`config.mk`:
```
export PLATFORM = sky130hd
export DESIGN_NAME = agc_timepulse_stage_gen
export DESIGN_NICKNAME = d
export VERILOG_FILES = /design/src/rtl/agc_timepulse_stage_gen.sv
export SDC_FILE = /design/constraint.sdc
export NUM_CORES = 1
export LEC_CHECK = 0
export ABC_AREA = 1
export CAP_MARGIN = 20
export CORE_MARGIN = 2
export CORE_UTILIZATION = 45
export CTS_CLUSTER_DIAMETER = 80
export CTS_CLUSTER_SIZE = 16
export DETAILED_ROUTE_END_ITERATION = 6
export DONT_BUFFER_PORTS = 1
export PLACE_DENSITY = 0.59
export SLEW_MARGIN = 20
export SYNTH_ARGS = -nofsm -noshare
export SYNTH_HDL_FRONTEND = slang
export SYNTH_SLANG_ARGS = --single-unit
```
`constraint.sdc`:
```
create_clock -name clk -period 1.85 [get_ports clk]
set_input_delay 0.185 -clock clk [delete_from_list [all_inputs] [get_ports clk]]
set_output_delay 0.185 -clock clk [all_outputs]
set_load 0.01 [all_outputs]
```
`src/rtl/agc_timepulse_stage_gen.sv`:
```
// agc_timepulse_stage_gen: T01-T12 time pulses, phase strobes and the ST1/ST2 stage register
module agc_timepulse_stage_gen #(
  parameter int PHASES = 4,
  parameter int NTP = 12
) (
  input  logic clk,
  input  logic rst,
  input  logic GOJAM,
  input  logic RSTSTG,
  input  logic ST1D,
  input  logic STD2,
  input  logic MSTP,
  output logic T01,
  output logic T01_,
  output logic T02_,
  output logic T03_,
  output logic T04_,
  output logic T05_,
  output logic T06_,
  output logic T07_,
  output logic T08_,
  output logic T09_,
  output logic T10_,
  output logic T11_,
  output logic T12_,
  output logic PHS2_,
  output logic PHS3_,
  output logic PHS4,
  output logic PHS4_,
  output logic ST1,
  output logic ST2,
  output logic MCTEND,
  output logic STOPPED
);
  localparam logic [3:0] PL = 4'(PHASES);
  if (PHASES < 4 || PHASES > 8 || NTP != 12) begin : g_bad_param
    $error("agc_timepulse_stage_gen: PHASES must be 4..8 and NTP must be 12");
  end
  logic [3:0] t, p;
  logic [2:1] st;
  logic r1, r2, stop, bnd;
  logic [12:1] tn;
  // a frozen stop sits at t=12/p=PHASES but is not itself a boundary cycle
  assign bnd = t == 4'd12 && p == PL && !stop;
  always_ff @(posedge clk or negedge rst)
    if (!rst) begin
      t <= 4'd1;
      p <= 4'd1;
      st <= '0;
      r1 <= 1'b0;
      r2 <= 1'b0;
      stop <= 1'b0;
    end else if (GOJAM) begin
      t <= 4'd1;
      p <= 4'd1;
      st <= '0;
      r1 <= 1'b0;
      r2 <= 1'b0;
      stop <= 1'b0;
    end else begin
      if (stop) begin
        if (!MSTP) begin
          t <= 4'd1;
          p <= 4'd1;
          stop <= 1'b0;
        end
      end else if (bnd && MSTP) stop <= 1'b1;
      else if (p == PL) begin
        p <= 4'd1;
        t <= t == 4'd12 ? 4'd1 : t + 4'd1;
      end else p <= p + 4'd1;
      if (RSTSTG) begin
        st <= '0;
        r1 <= 1'b0;
        r2 <= 1'b0;
      end else if (bnd) begin
        st <= {r2 | STD2, r1 | ST1D};
        r1 <= 1'b0;
        r2 <= 1'b0;
      end else begin
        r1 <= r1 | ST1D;
        r2 <= r2 | STD2;
      end
    end
  assign tn = ~(12'd1 << (t - 4'd1));
  assign T01 = ~tn[1];
  assign T01_ = tn[1];
  assign T02_ = tn[2];
  assign T03_ = tn[3];
  assign T04_ = tn[4];
  assign T05_ = tn[5];
  assign T06_ = tn[6];
  assign T07_ = tn[7];
  assign T08_ = tn[8];
  assign T09_ = tn[9];
  assign T10_ = tn[10];
  assign T11_ = tn[11];
  assign T12_ = tn[12];
  assign PHS2_ = p != 4'd2;
  assign PHS3_ = p != 4'd3;
  assign PHS4 = p == PL;
  assign PHS4_ = p != PL;
  assign ST1 = st[1];
  assign ST2 = st[2];
  assign MCTEND = bnd;
  assign STOPPED = stop;
endmodule
```
==> flow_metrics.env <==
export IMPL_status="finished clean"
export IMPL_hp_class="in2reg"
export IMPL_slew_violations=0
export IMPL_h_tree_depth=1
export IMPL_fin_crit_sh_pct=97.1
export IMPL_antenna_cells=0
export IMPL_crit_required_ps=1660
export IMPL_final_core_util_pct=54.5
export IMPL_design_area_um2=1060
export IMPL_syn_to_final_growth_pct=14.6
export IMPL_fmax_ghz=0.557
export IMPL_syn_area_um2=923
export IMPL_crit_top_cell="inv_2"
export IMPL_finClkSkew_ps=0.865
export IMPL_cpLargestDelayFamily="flip-flops"
export IMPL_ys_ff_latch=13
export IMPL_cts_clk_slew_worst_paths_ps=80
export IMPL_tns_ps=0
export IMPL_p_leak_nw=0.563
export IMPL_ioPinCount=28
export IMPL_rsz0062_at_grt="yes"
export IMPL_grt_pass1_vias=790
export IMPL_dp_worst_setup_slack_ps=135
export IMPL_yosys_cell_types_count=20
export IMPL_critPathCaptureType="output pin"
export IMPL_cts_tree="built"
export IMPL_rows=16
export IMPL_whs_ps=61.1
export IMPL_slew_headroom_pct=58.9
export IMPL_cts_max_path_buffers=2
export IMPL_nFillCells=196
export IMPL_grt_max_degree=14
export IMPL_period_needed_ps=1800
export IMPL_clock_sinks=13
export IMPL_cts_root_buf="clkbuf_4"
export IMPL_dpl_hpwl_mm=1.45
export IMPL_totalWireLength_mm=1.96
export IMPL_synth_fp_nets=137
export IMPL_grt_overflow_total=0
export IMPL_antenna_found_initial=0
export IMPL_ys_warn_count=0
export IMPL_vias_per_cell=5.06
export IMPL_die_area_um2=2430
export IMPL_path_cells="inv_2, ha_2, xor2_1, inv_2, buf_4, nand3_1"
export IMPL_wl_per_cell_um=12.4
export IMPL_peakVddDrop_mv=0.677
export IMPL_drt_iter0_drc=8
export IMPL_gp_congestion=0.836
export IMPL_synth_avg_cell_area_um2=7.63
export IMPL_crit_arrival_ps=1610
export IMPL_num_vias=800
export IMPL_drc_errors=0
export IMPL_drive_gt1_share_pct=22.9
export IMPL_fin_cells=158
export IMPL_fp_dieH_um=49.3
export IMPL_syn_instance_count=121
export IMPL_place_area_um2=961
export IMPL_port_buffers=0
export IMPL_setup_viol=0
export IMPL_track_usage_pct=18.2
export IMPL_fin_nets=148
export IMPL_first_pass_iters=4
export IMPL_power_total_mw=0.972
export IMPL_crit_buf_inv=3
export IMPL_cp_start_kind="register"
export IMPL_pwr_density_cell_nw_per_um2=918
export IMPL_yosysSeqAreaShare_pct=35.5
export IMPL_critPathKind="reg2out"
export IMPL_placedCellCount=149
export IMPL_slowest_delay_ps=540
export IMPL_ant_nets=0
export IMPL_setup_ws_ps=53.7
export IMPL_numCtsBuffers=3
export IMPL_clkLatencyLatePin_ps=280
export IMPL_drv_cap=0
export IMPL_finalHoldViolations=0
export IMPL_slowest_stage="dfstp_2"
export IMPL_initial_utilization_pct=47.6
export IMPL_dieWidth_um=49.3
export IMPL_grt_pass1_wl_mm=3.46
export IMPL_crit_fanout=6
export IMPL_worst_pin_slew_ps=615
export IMPL_core_area_um2=1940
-- layout make-up --
| type | instances | area [um^2] | area share, % |
|---|---|---|---|
| repair buffers | 7 | 55.1 | 5.20 |
| flip-flops and latches | 13 | 330 | 31.2 |
| multi-input cells | 89 | 544 | 51.4 |
| inverters | 18 | 68.8 | 6.50 |
| well taps | 27 | 33.8 | 3.19 |
| clock buffers | 4 | 26.3 | 2.48 |
-- per-layer routing --
metal / GRT usage, % / vias to the layer above / wire length, um / share of wire, %
met1: 23.3 / 369 / 894 / 46
met3: 3.68 / 4 / 108 / 5.5
li1: - / 400 / - / -
met2: 29.7 / 27 / 930 / 48
met5: 0 / - / 0 / 0
met4: 7.14 / 0 / 23 / 1.2
-- cell families (layout without fill, tap and decap cells) --
family / count (synthesis) / in the layout / synth area share, %
XOR/XNOR: 5 / 5 / 5.56
adder cells (fa/ha/maj): 9 / 9 / 12.2
flip-flops: 13 / 13 / 35.5
buffers and inverters: 19 / 29 / 8.67
AND/OR/NAND/NOR: 73 / 73 / 37.0
AO/OA/AOI/OAI: 2 / 2 / 1.08
-- state kept, by name (all words and copies together), names as in the netlist --
register  flops
STOPPED       1
p             4
r1            1
r2            1
st            2
t             4
-- report_power, final --
group,switching (mW),total [mW],internal [mW]
clock network,0.0943,0.178,0.0837
logic,0.265,0.430,0.165
registers,0.0441,0.365,0.320
-- synth_stat cells (all sizes together) --
library cell  instances  area, um^2
buf                   1        11.3
clkinv                1        5.00
dfrtp                11         275
dfstp                 2        52.6
ha                    9         113
inv                  17        63.8
nand2                38         160
nand3                18        90.1
nand3b                1        7.51
nand4                 3        18.8
nor2                 12        60.1
nor3                  1        5.00
o21ai                 2        10.0
xor2                  5        51.3
-- worst register-to-register path, stage by stage, from the launching register on --
cell,delay (ps)
dfstp_2,570
inv_1,80
ha_1,200
nand2_2,80
nor2_4,60
nand2_1,80
nand2_2,60
nand2_4,110
clkinv_2,100
nand2_1,70
nand2_1,50
-- cells in the final DEF, fill, tap and decap left out, types with 2 or more instances in the layout --
cell      Yosys  routed
nand2_1      33      33
nand3_1      18      15
inv_1        15      13
nor2_1       10      10
dfrtp_1      11       9
ha_1          9       8
buf_4         0       6
inv_2         2       4
nand2_2       4       4
xor2_1        4       4
nand3_2       0       3
nand4_1       3       3
clkbuf_4      0       3
nor2_4        2       2
dfstp_2       2       2
dfrtp_2       0       2
-- final timing paths --
check	startpoint	cells after the start	slack, ps	end
max	t[0]	6	50	T04_
min	STD2	2	60	r2
max reg2reg	p[0]	10	290	p[3]
min reg2reg	p[0]	2	500	p[0]
max in group asynchronous	rst	1	1060	t[2]
min in group asynchronous	rst	1	350	p[2]
-- what timing repair did --
action / CTS / global route
setup endpoints to repair: 13 / 12
pin swaps: 1 / 0
resized for setup: 2 / 7
setup buffers: 3 / 1
gates cloned: 0 / 0
hold buffers: 1 / 0
endpoints found under the hold margin: 13 / 0
No activity file was read; power rests on OpenSTA's default activity.
